===== src/rtl/l2_request_arbiter_pkg.sv =====
// Shared widths, unit IDs and op codes for the L2 request arbiter slice.
package l2_request_arbiter_pkg;

   localparam int NUM_REQUESTERS     = 3;
   localparam int IDX_WIDTH          = 2;
   localparam int UNIT_WIDTH         = 2;
   localparam int STRAND_INDEX_WIDTH = 2;
   localparam int L1_WAY_INDEX_WIDTH = 2;
   localparam int L2_OP_WIDTH        = 3;
   localparam int ADDRESS_WIDTH      = 26;
   localparam int CACHE_LINE_BYTES   = 16;
   localparam int CACHE_LINE_BITS    = CACHE_LINE_BYTES * 8;

   typedef enum logic [UNIT_WIDTH-1:0] {
      UNIT_ICACHE = 2'd0,
      UNIT_DCACHE = 2'd1,
      UNIT_STBUF  = 2'd2
   } unit_e;

   typedef enum logic [L2_OP_WIDTH-1:0] {
      L2REQ_LOAD       = 3'd0,
      L2REQ_STORE      = 3'd1,
      L2REQ_LOAD_INSTR = 3'd2,
      L2REQ_FLUSH      = 3'd3
   } l2_op_e;

   function automatic int unsigned popcount(input logic [31:0] v);
      int unsigned n;
      n = 0;
      for (int i = 0; i < 32; i++) n += 32'(v[i]);
      return n;
   endfunction

endpackage


===== src/rtl/l2_request_arbiter_rr_arbiter.sv =====
// Round-robin grant search starting at the pointer; owns the pointer register.
module rr_arbiter
   import l2_request_arbiter_pkg::*;
#(
   parameter int NUM_REQUESTERS = 3,
   parameter int IDX_WIDTH      = 2
) (
   input  logic                      clk,
   input  logic                      reset,
   input  logic [NUM_REQUESTERS-1:0] request,
   input  logic                      update_i,
   output logic [NUM_REQUESTERS-1:0] grant_oh,
   output logic [IDX_WIDTH-1:0]      grant_idx
);

   localparam logic [IDX_WIDTH-1:0] LAST_IDX = IDX_WIDTH'(NUM_REQUESTERS - 1);

   logic [IDX_WIDTH-1:0] ptr;
   logic [IDX_WIDTH-1:0] idx;
   logic                 found;

   // NOTE: every output and temporary gets a default before the loop so no latch is inferred.
   always_comb begin
      grant_oh  = '0;
      grant_idx = '0;
      found     = 1'b0;
      idx       = ptr;
      for (int i = 0; i < NUM_REQUESTERS; i++) begin
         if (!found && request[idx]) begin
            found         = 1'b1;
            grant_idx     = idx;
            grant_oh[idx] = 1'b1;
         end
         idx = (idx == LAST_IDX) ? '0 : idx + 1'b1;
      end
   end

   // NOTE: sequential state uses non-blocking assignments so all flops update from pre-edge values.
   always_ff @(posedge clk or posedge reset) begin
      if (reset)         ptr <= '0;
      else if (update_i) ptr <= (grant_idx == LAST_IDX) ? '0 : grant_idx + 1'b1;
   end

endmodule


===== src/rtl/l2_request_arbiter.sv =====
// Shares the per-core L2 request port between icache, dcache and store buffer
// with round-robin arbitration and a one-entry registered output stage.
module l2_request_arbiter
   import l2_request_arbiter_pkg::*;
#(
   parameter int NUM_REQUESTERS = 3,
   parameter int IDX_WIDTH      = 2
) (
   input  logic                                         clk,
   input  logic                                         reset,
   input  logic [NUM_REQUESTERS-1:0]                    req_valid,
   output logic [NUM_REQUESTERS-1:0]                    req_ready,
   input  logic [NUM_REQUESTERS*UNIT_WIDTH-1:0]         req_unit,
   input  logic [NUM_REQUESTERS*STRAND_INDEX_WIDTH-1:0] req_strand,
   input  logic [NUM_REQUESTERS*L2_OP_WIDTH-1:0]        req_op,
   input  logic [NUM_REQUESTERS*L1_WAY_INDEX_WIDTH-1:0] req_way,
   input  logic [NUM_REQUESTERS*ADDRESS_WIDTH-1:0]      req_address,
   input  logic [NUM_REQUESTERS*CACHE_LINE_BITS-1:0]    req_data,
   input  logic [NUM_REQUESTERS*CACHE_LINE_BYTES-1:0]   req_mask,
   output logic                                         l2req_valid,
   input  logic                                         l2req_ready,
   output logic [UNIT_WIDTH-1:0]                        l2req_unit,
   output logic [STRAND_INDEX_WIDTH-1:0]                l2req_strand,
   output logic [L2_OP_WIDTH-1:0]                       l2req_op,
   output logic [L1_WAY_INDEX_WIDTH-1:0]                l2req_way,
   output logic [ADDRESS_WIDTH-1:0]                     l2req_address,
   output logic [CACHE_LINE_BITS-1:0]                   l2req_data,
   output logic [CACHE_LINE_BYTES-1:0]                  l2req_mask,
   output logic                                         pc_event_arb_conflict
);

   logic                      free;
   logic                      grant;
   logic [NUM_REQUESTERS-1:0] grant_oh;
   logic [IDX_WIDTH-1:0]      grant_idx;
   int                        g;

   rr_arbiter #(
      .NUM_REQUESTERS(NUM_REQUESTERS),
      .IDX_WIDTH     (IDX_WIDTH)
   ) u_rr (
      .clk      (clk),
      .reset    (reset),
      .request  (req_valid),
      .update_i (grant),
      .grant_oh (grant_oh),
      .grant_idx(grant_idx)
   );

   // The slot is free when empty or being drained this cycle; no grants while in reset.
   assign free                  = !l2req_valid || l2req_ready;
   assign grant                 = !reset && free && (|req_valid);
   assign req_ready             = grant ? grant_oh : '0;
   assign pc_event_arb_conflict = grant && (popcount(32'(req_valid)) > 1);
   assign g                     = int'(grant_idx);

   // NOTE: the payload is reset too, so l2req_* read as zero out of reset rather than X.
   always_ff @(posedge clk or posedge reset) begin
      if (reset) begin
         l2req_valid   <= 1'b0;
         l2req_unit    <= '0;
         l2req_strand  <= '0;
         l2req_op      <= '0;
         l2req_way     <= '0;
         l2req_address <= '0;
         l2req_data    <= '0;
         l2req_mask    <= '0;
      end else if (grant) begin
         l2req_valid   <= 1'b1;
         l2req_unit    <= req_unit   [g*UNIT_WIDTH         +: UNIT_WIDTH];
         l2req_strand  <= req_strand [g*STRAND_INDEX_WIDTH +: STRAND_INDEX_WIDTH];
         l2req_op      <= req_op     [g*L2_OP_WIDTH        +: L2_OP_WIDTH];
         l2req_way     <= req_way    [g*L1_WAY_INDEX_WIDTH +: L1_WAY_INDEX_WIDTH];
         l2req_address <= req_address[g*ADDRESS_WIDTH      +: ADDRESS_WIDTH];
         l2req_data    <= req_data   [g*CACHE_LINE_BITS    +: CACHE_LINE_BITS];
         l2req_mask    <= req_mask   [g*CACHE_LINE_BYTES   +: CACHE_LINE_BYTES];
      end else if (l2req_ready) begin
         l2req_valid   <= 1'b0;
      end
   end

   a_ready_onehot0 : assert property (@(posedge clk) disable iff (reset) $onehot0(req_ready));
   a_ready_valid   : assert property (@(posedge clk) disable iff (reset) (req_ready & ~req_valid) == '0);
   a_payload_hold  : assert property (@(posedge clk) disable iff (reset)
      (l2req_valid && !l2req_ready) |=> $stable({l2req_unit, l2req_strand, l2req_op, l2req_way,
                                                  l2req_address, l2req_data, l2req_mask}));

endmodule


===== config.mk =====
export PLATFORM = sky130hd
export DESIGN_NAME = l2_request_arbiter
export DESIGN_NICKNAME = d
export VERILOG_FILES = /design/src/rtl/l2_request_arbiter_pkg.sv /design/src/rtl/l2_request_arbiter_rr_arbiter.sv /design/src/rtl/l2_request_arbiter.sv
export SDC_FILE = /design/constraint.sdc
export NUM_CORES = 1
export LEC_CHECK = 0
export ABC_AREA = 1
export CAP_MARGIN = 20
export CORE_AREA = 3 3 281 283
export DETAILED_ROUTE_END_ITERATION = 8
export DIE_AREA = 0 0 284 286
export GPL_TIMING_DRIVEN = 0
export MAX_ROUTING_LAYER = met4
export PLACE_DENSITY = 0.38
export REMOVE_ABC_BUFFERS = 1
export SYNTH_ARGS = -nofsm -noshare
export SYNTH_HDL_FRONTEND = slang
export SYNTH_SLANG_ARGS = --single-unit

===== constraint.sdc =====
create_clock -name clk -period 8.2 [get_ports clk]
set_input_delay 1.23 -clock clk [delete_from_list [all_inputs] [get_ports clk]]
set_output_delay 1.23 -clock clk [all_outputs]
set_load 0.01 [all_outputs]

# After elaboration in Yosys (flattened, before gate mapping)
# Cells that the tools add are included.
[word_totals]
out_inout_bits = 184
register_bits = 182
[classes]
n_shift = 7
eq_ne = 3
n_reduce_logical = 15
n_bitwise = 2
mul = 2
n_addsub = 5
order_cmp = 7
n_mux = 26
[op_table]
columns = ["cell", "count"]
rows = [
  ["$shiftx A384 B10 Y128", 1],
  ["$shiftx A78 B8 Y26", 1],
  ["$shiftx A48 B7 Y16", 1],
  ["$shiftx A6 B4 Y2", 3],
  ["$mux W2", 6],
  ["$mux W3", 4],
  ["$mux W1", 10],
  ["$lt A2 B3 Y1 const B", 3],
  ["$shiftx A9 B5 Y3", 1],
  ["$logic_and A1 B1 Y1", 8],
  ["$add A2 B1 Y2 const B", 3],
  ["$bmux W1 S2", 3],
  ["$demux W1 S2", 3],
  ["$eq A2 B2 Y1 const B", 3],
  ["$ge A2 B1 Y1 const B", 3],
  ["$mul A2 B4 Y6 const B", 1],
  ["$or A3 B3 Y3", 2],
  ["$logic_not A1 Y1", 4],
  ["$mul A2 B2 Y4 const B", 1],
  ["$add A2 B1 Y3", 1],
  ["$gt A3 B1 Y1 const B", 1],
  ["$reduce_or A3 Y1", 1],
  ["$add A1 B1 Y2", 1],
  ["$reduce_bool A2 Y1", 1],
  ["$logic_or A1 B1 Y1", 1],
]

# Longest topological paths before layout
# Gate-level depths: netlist of run 1.
[logic_depth]
ltp_word = 11
mapped_depth = 15

# Hierarchy
# Synthesis of run 1 repeated with hierarchy kept, for this count alone.
[hier_totals]
cells_unflattened = 2156
area_unflattened_um2 = 12464.5
[by_module_without_submodules]
columns = ["mod", "cells_per_inst", "area_each_um2", "n_inst"]
rows = [
  ["l2_request_arbiter", 2109, 12162.9, 1],
  ["rr_arbiter", 47, 301.5, 1],
]

# Worst setup path before layout of run 1
# No wires, ideal clock.
[synth_path]
path_type = "input to output"
from = "in reset"
to = "out req_ready[0]"
setup_slack_ns = 0.552
required_time_ns = 6.970
cell_stages = 7
arrival_ns = 6.418
cell_sequence = "inv_1 nand2_1 a31oi_2 inv_2 buf_2 buf_1 a21oi_1"
[synth_via]
elab_chain_len = 4
[synth_lines]
columns = ["item", "line_no", "rtl"]
rows = [
  ["start, declared", "l2_request_arbiter.sv:10", "input logic reset,"],
  ["$logic_not A1 Y1 (no source line)", "n/a", ""],
  ["$logic_and A1 B1 Y1 (2 in a row)", "l2_request_arbiter.sv:52", "assign grant = !reset && free && (|req_valid);"],
  ["$mux W3", "l2_request_arbiter.sv:53", "assign req_ready = grant ? grant_oh : '0;"],
  ["end, declared", "l2_request_arbiter.sv:12", "output logic [NUM_REQUESTERS-1:0] req_ready,"],
]
# Every way passes these cells.

# Worst setup path after layout of run 1
[layout_path]
from = "in req_valid[1]"
to = "out req_ready[1]"
[layout_via]
elab_chain_len = 10
[layout_lines]
columns = ["item", "line_no", "rtl"]
rows = [
  ["start, declared", "l2_request_arbiter.sv:11", "input logic [NUM_REQUESTERS-1:0] req_valid,"],
  ["$bmux W1 S2", "l2_request_arbiter_rr_arbiter.sv:29", "if (!found && request[idx]) begin"],
  ["$mux W1 (not written as such)", "l2_request_arbiter_rr_arbiter.sv:29", ""],
  ["$mux W1", "l2_request_arbiter_rr_arbiter.sv:29", ""],
  ["$logic_not A1 Y1", "l2_request_arbiter_rr_arbiter.sv:29", ""],
  ["$logic_and A1 B1 Y1", "l2_request_arbiter_rr_arbiter.sv:29", ""],
  ["$mux W1", "l2_request_arbiter_rr_arbiter.sv:29", ""],
  ["$logic_not A1 Y1", "l2_request_arbiter_rr_arbiter.sv:29", ""],
  ["$logic_and A1 B1 Y1", "l2_request_arbiter_rr_arbiter.sv:29", ""],
  ["$mux W3", "l2_request_arbiter_rr_arbiter.sv:29", ""],
  ["$mux W3 *", "l2_request_arbiter.sv:53", ""],
]
# Every way passes the cells marked *; elsewhere a longest branch is shown, timed or not. The select of a mux whose other input is x is not followed.

==> results_dict.tcl, run 1 <==
set metrics [dict create \
    synthesis.area_sq_um 12000 \
    grt_usage_pct 15.83 \
    timing_max_transition_violations_final 0 \
    grt_pass1_vias 14710 \
    dp.cells 3706 \
    drc 0 \
    fmax_mhz 166.2 \
    final.period_utilization_pct 73.37 \
    hpwl_microns 48220 \
    grt_max_degree 100 \
    hold_path_class "reg -> reg" \
    clk_latency_ns 0.49 \
    outcome "finished, final reports clean" \
    r2r_setup_slack_ns 4.69 \
    post_cts.repair.setup_buffers 0 \
    initial_core_util_pct 15.59 \
    relSlewSlack_pct 41.12 \
    postRouteAntennaNets 0 \
    vias 14540 \
    fin_skew_ns 0.02325 \
    path_class "in -> out" \
    core_area_sq_um 76960 \
    timing.critical_path.buf_inv 3 \
    p_sw_mw 2.691 \
    worst_ep_required_time_ns 6.97 \
    power.share.sequential_pct 26.2 \
    multi_input_area_sq_um 6098 \
    rsz0062_at_grt "false" \
    dp_slack_ns 2.046 \
    fin_area_sq_um 21190 \
    cts_root_buf "clkbuf_16" \
    n_fill_cell 8569 \
    placed_area_sq_um 20590 \
    gp_congestion 0.9205 \
    worstPathArrival_ns 4.79 \
    ys_types 24 \
    detail_route.vias_per_cell 3.877 \
    ys_seq_area_share_pct 37.96 \
    grt_pass1_wl_microns 94520 \
    worstSetupEndpointType "primary output" \
    drive_above_1_share_pct 2.817 \
    yosys_warnings 0 \
    synth_seq_cells 182 \
    vdd_drop_max_v 0.0001959 \
    seqCellArea_sq_um 4554 \
    setup_viol 0 \
    synth_cells 2038 \
    setup_tns_ns 0 \
    port_buffers 726 \
    period_needed_ns 6.016 \
    grt_antenna_before_repair 15 \
    die_h_microns 286 \
    avgSynthCellArea_sq_um 5.887 \
    dr.pass1.iters 5 \
    fp-row-count 102 \
    cts_buffer_depth 2 \
    wirelength_microns 63830 \
    crit_cells 6 \
    r2r-start "u_rr.ptr[0]$_DFFE_PP0P_" \
    cp-endpoint "req_ready[1]" \
    p_comb_share_pct 59.7 \
    die-area_sq_um 81220 \
    powerDensity_nw_per_um2 286.4 \
    crit_start "req_valid[1]" \
    pwr-share-clk_pct 14.2 \
    grt_overflow 0 \
    wire_per_inst_microns 17.02 \
    power_leakage_nw 10.84 \
    drt-initial-drc-count 563 \
    cts_tree "built" \
    cap_violations 0 \
    netSwitchingFraction_pct 44.33 \
    crit_path_top_delay_cell "nand2_4" \
    worst_pin_slew_ns 0.8831 \
    max_stage_delay_ns 0.74 \
    critPathLaunchType "input port" \
    hold_violations 0 \
    path_cells "clkdlybuf4s50_1, o2111ai_4, nand2_4, nand2_1, inv_4, clkdlybuf4s50_1" \
    cts.reportedPaths.clkPinSlew_ns 0.07 \
    layout.cells.non_filler 3750 \
    postCtsHoldBufs 0 \
    r2r-end "l2req_data[73]$_DFFE_PP0P_" \
    io_pins 727 \
    crit_top_cell "clkdlybuf4s50_1" \
    r2r_cells 7 \
    cts-buffers-inserted 17 \
    internal_power_mw 3.378 \
    clock-sinks 182 \
    critPathTopFamily "buffers and inverters" \
    ctsResizeCount 0 \
    area_growth_pct 76.61 \
    fp.dieW_microns 284 \
    htree_levels 4 \
    crit_fanout 66 \
    finalNetCount 3229 \
    setup_slack_ns 2.184 \
]
-- worst min path at each step --
| stage | start | end | slack [ns] | cells after the start |
|---|---|---|---|---|
| 6_report | l2req_data[39]$_DFFE_PP0P_ | l2req_data[39]$_DFFE_PP0P_ | 0.48 | 2 |
| 2_1_floorplan | l2req_address[0]$_DFFE_PP0P_ | l2req_address[0]$_DFFE_PP0P_ | 0.52 | 2 |
| 3_5_place_dp | l2req_data[65]$_DFFE_PP0P_ | l2req_data[65]$_DFFE_PP0P_ | 0.46 | 2 |
| 5_1_grt | l2req_address[16]$_DFFE_PP0P_ | l2req_address[16]$_DFFE_PP0P_ | 0.50 | 2 |
| 4_1_cts | l2req_address[11]$_DFFE_PP0P_ | l2req_address[11]$_DFFE_PP0P_ | 0.49 | 2 |
| 3_3_place_gp | l2req_data[89]$_DFFE_PP0P_ | l2req_data[89]$_DFFE_PP0P_ | 0.46 | 2 |
-- power groups by stage --
stage / combinational [mW] / clock [mW] / sequential [mW]
floorplan: 1.47 / 0 / 1.78
global placement: 3.77 / 0 / 1.59
detailed placement: 3.72 / 0 / 1.60
CTS: 3.73 / 0.916 / 1.59
global route: 4.04 / 0.947 / 1.64
finish: 3.62 / 0.861 / 1.59
-- state kept, by name, indices dropped and copies added (netlist names) --
name / cells
l2req_address: 26
l2req_data: 128
l2req_mask: 16
l2req_op: 3
l2req_strand: 2
l2req_unit: 2
l2req_valid: 1
l2req_way: 2
u_rr.ptr: 2
-- worst min-delay path, stage by stage, from the launching register on --
cell	delay [ns]
dfrtp_1	0.35
nand2_1	0.05
nand2_1	0.05
-- logic make-up after synthesis --
family | synth area share, %
AO/OA/AOI/OAI | 0.5527
flip-flops | 37.96
buffers and inverters | 11.69
adder cells (fa/ha/maj) | 0.1043
AND/OR/NAND/NOR | 49.69
-- per-layer routing --
| layer | GRT usage [%] | part of all wire [%] | vias to the layer above |
|---|---|---|---|
| met5 | - | 0 | - |
| met4 | 4.295 | 1.5 | 0 |
| met3 | 6.127 | 9.2 | 36 |
| met2 | 27.20 | 50 | 518 |
| met1 | 17.04 | 39 | 6638 |
| li1 | - | - | 7346 |
-- cell usage in the layout, fill, tap and decap left out --
master / count
a31oi_1: 1
nand4_1: 2
buf_12: 15
nor2_2: 1
nand3_2: 1
clkinvlp_4: 3
inv_2: 4
clkdlybuf4s50_1: 726
o2111ai_4: 1
nand2_8: 1
clkinv_4: 3
buf_16: 10
clkbuf_16: 17
nand2_4: 1
ha_1: 1
nand3_1: 185
inv_4: 2
a31oi_4: 1
diode_2: 12
clkbuf_8: 2
nor2_1: 7
inv_1: 199
dfrtp_1: 182
o211ai_4: 1
clkbuf_1: 1
nor2_4: 3
nand2_1: 1314
inv_6: 3
o21ai_0: 2
a21oi_1: 2
inv_8: 5
nand2_2: 2
-- cell usage after synthesis --
cell,instances,area (sq um)
buf_1,3,11.26
a21oi_1,2,10.01
nor2_2,1,6.260
nand2_2,3,18.77
inv_1,200,750.7
nand3_1,185,925.9
inv_4,1,6.260
buf_2,54,270.3
a31oi_2,1,12.51
nand4_1,2,12.51
ha_1,1,12.51
inv_2,6,22.52
nor2_1,8,30.03
o211ai_2,1,12.51
nand2_1,1315,4936
nand3_2,1,10.01
nor2_4,2,22.52
dfrtp_1,182,4554
a31oi_1,1,6.260
o21ai_0,2,10.01
buf_6,4,45.04
clkbuf_1,45,168.9
buf_4,17,127.6
o2111ai_2,1,15.01
-- area by class of cell --
| cell class | instances | share of cell area, % |
|---|---|---|
| Antenna cell | 12 | 0.1417 |
| Clock buffer | 20 | 2.155 |
| Clock inverter | 12 | 0.5137 |
| Inverter | 207 | 3.761 |
| Multi-Input combinational cell | 1526 | 28.78 |
| Sequential cell | 182 | 21.49 |
| Tap cell | 1040 | 6.141 |
| Timing Repair Buffer | 751 | 37.01 |
-- stage by stage --
stage | hold WS, ns | util [%] | total power [mW]
floorplan | 0.5155 | - | 3.255
global placement | 0.4620 | 25.91 | 5.361
detailed placement | 0.4646 | 26.76 | 5.320
CTS | 0.4855 | 27.49 | 6.242
global route | 0.4970 | 27.53 | 6.628
finish | 0.4799 | 27.53 | 6.069
(Power assumes the default switching activity.)
==> inputs of run 2 (changes only) <==
CORE_AREA = 3 3 285 287   (was 3 3 281 283)
DIE_AREA = 0 0 288 290   (was 0 0 284 286)
PLACE_DENSITY = 0.39   (was 0.38)
clock period = 5.4 ns   (was 8.2 ns; I/O delays follow)
==> run 2 against run 1 <==
Net effect: clock skew shrank 0.0031 ns; critical path type unchanged; combinational power up 52%; clock power grew 66%; non-clock buffer count rose by 4; cell area is 0.56% higher; critical path depth up 2.
==> results_dict.tcl, run 2 (synthesis results as in run 1) <==
set metrics [dict create \
    path_cells "clkdlybuf4s50_1, o2111ai_4, buf_16, buf_12, nand2_4, nand2_1, inv_6, clkdlybuf4s50_1" \
    top_register "l2req_data" \
    finalNetCount 3233 \
    cap_violations 0 \
    wire_per_inst_microns 17.00 \
    outcome "finished, final reports clean" \
    crit_start "req_valid[1]" \
    grt_usage_pct 15.25 \
    relSlewSlack_pct 51.44 \
    initial_core_util_pct 15.21 \
    period_needed_ns 5.119 \
    postCtsHoldBufs 0 \
    dr.pass1.iters 6 \
    port_buffers 726 \
    grt_pass1_vias 15450 \
    grt_max_degree 135 \
    fin_skew_ns 0.02019 \
    timing_max_transition_violations_final 0 \
    critPathLaunchType "input port" \
    hold_violations 0 \
    io_pins 727 \
    setup_slack_ns 0.2814 \
    max_stage_delay_ns 0.67 \
    setup_tns_ns 0 \
    drt-initial-drc-count 557 \
    core_area_sq_um 78870 \
    clock-sinks 182 \
    rsz0062_at_grt "false" \
    path_class "in -> out" \
    hold_slack_ns 0.4763 \
    n_fill_cell 8877 \
    dp_slack_ns -0.6913 \
    vdd_drop_max_v 0.0002954 \
    hpwl_microns 48120 \
    die-area_sq_um 83520 \
    postRouteAntennaNets 0 \
    clk_latency_ns 0.48 \
    worst_ep_required_time_ns 4.59 \
    vias 14650 \
    cts_root_buf "clkbuf_16" \
    layout.cells.non_filler 3760 \
    cts.reportedPaths.clkPinSlew_ns 0.06 \
    crit_top_cell "clkdlybuf4s50_1" \
    grt_pass1_wl_microns 94480 \
    drc 0 \
    fp-row-count 103 \
    detail_route.vias_per_cell 3.895 \
    power_leakage_nw 10.89 \
    worstPathArrival_ns 4.31 \
    powerDensity_nw_per_um2 437.8 \
    fmax_mhz 195.4 \
    top_regs "l2req_data: 128 flops, l2req_address: 26 flops, l2req_mask: 16 flops" \
    largest_reg_flops 128 \
    final.period_utilization_pct 94.79 \
    hold_start "l2req_mask[4]$_DFFE_PP0P_" \
    crit_fanout 66 \
    worst_pin_slew_ns 0.7284 \
    area_growth_pct 77.60 \
    power_mw 9.330 \
    final_cell_mix "1,314 x nand2_1, 726 x clkdlybuf4s50_1, 199 x inv_1" \
    cts-buffers-inserted 17 \
    htree_levels 4 \
    cts_tree "built" \
    die_h_microns 290 \
    setup_viol 0 \
    dp.cells 3715 \
    gp_congestion 0.8709 \
    final_common_cell "nand2_1" \
    cts_buffer_depth 2 \
    fp.dieW_microns 288 \
    crit_path_top_delay_cell "clkdlybuf4s50_1" \
    worstSetupEndpointType "primary output" \
    wirelength_microns 63910 \
    r2r-start "u_rr.ptr[0]$_DFFE_PP0P_" \
    grt_antenna_before_repair 8 \
    grt_overflow 0 \
    drive_above_1_share_pct 2.888 \
    hold_path_class "reg -> reg" \
]
## run 2: cell types whose count changed in the layout (fill, tap and decap cells not counted), sizes merged
| cell | delta |
|---|---|
| buf | +3 |
| bufinv | +4 |
| inv | -3 |
| diode | -3 |
| clkinvlp | -2 |
| clkinv | +1 |
## run 2: repair_timing
item / in CTS / in global routing
cloned: 0 / 1
setup endpoints to repair: 4 / 3
gates resized for setup: 1 / 1
setup buffers: 4 / 0
pin swaps: 0 / 0
## run 2: worst paths after layout
path / to / slack, ns / depth (start not counted)
max: req_ready[1] / 0.28 / 8
min: l2req_mask[4]$_DFFE_PP0P_ / 0.48 / 2
max reg2reg: l2req_data[113]$_DFFE_PP0P_ / 2.21 / 8
min reg2reg: l2req_mask[4]$_DFFE_PP0P_ / 0.48 / 2
max in group asynchronous: l2req_data[76]$_DFFE_PP0P_ / 3.65 / 3
min in group asynchronous: l2req_data[32]$_DFFE_PP0P_ / 0.72 / 2
## run 2: per-stage QoR
| stage | utilization [%] | instance area [sq um] |
|---|---|---|
| global route | 27.01 | 21310 |
| detailed placement | 26.10 | 20590 |
| finish | 27.02 | 21310 |
| CTS | 26.95 | 21260 |
| global placement | 25.30 | 19960 |
| floorplan | - | 11370 |
## run 2: where the power goes
part           internal (mW)  switching, mW  total, mW
logic                   2.50           3.01       5.50
clock network          0.783          0.643       1.43
registers               2.02          0.380       2.40
## run 2: layer usage
layer	vias to the layer above	routed length, microns	track usage [%]
li1	7353	-	-
met1	6750	24800	16.39
met2	495	31730	26.14
met3	48	6090	5.774
met4	0	1289	4.214
met5	-	0	-
## run 2: final cells by class
type                    count  area, sq um  area share, %
inverters                 207        804.5          3.776
diodes                      9        22.52         0.1057
flip-flops and latches    182         4554          21.37
repair buffers            755         7890          37.03
multi-input cells        1526         6098          28.62
clock buffers              19        432.9          2.032
well taps                1050         1314          6.166
clock inverters            12        191.4         0.8984
## run 2: worst max-delay path, delay by kind of cell
kind | cells | cell delay [ns]
and+or+nand+nor | 2 | 0.74
AOI/OAI and AO/OA | 1 | 0.37
buffers and inverters | 5 | 2.27
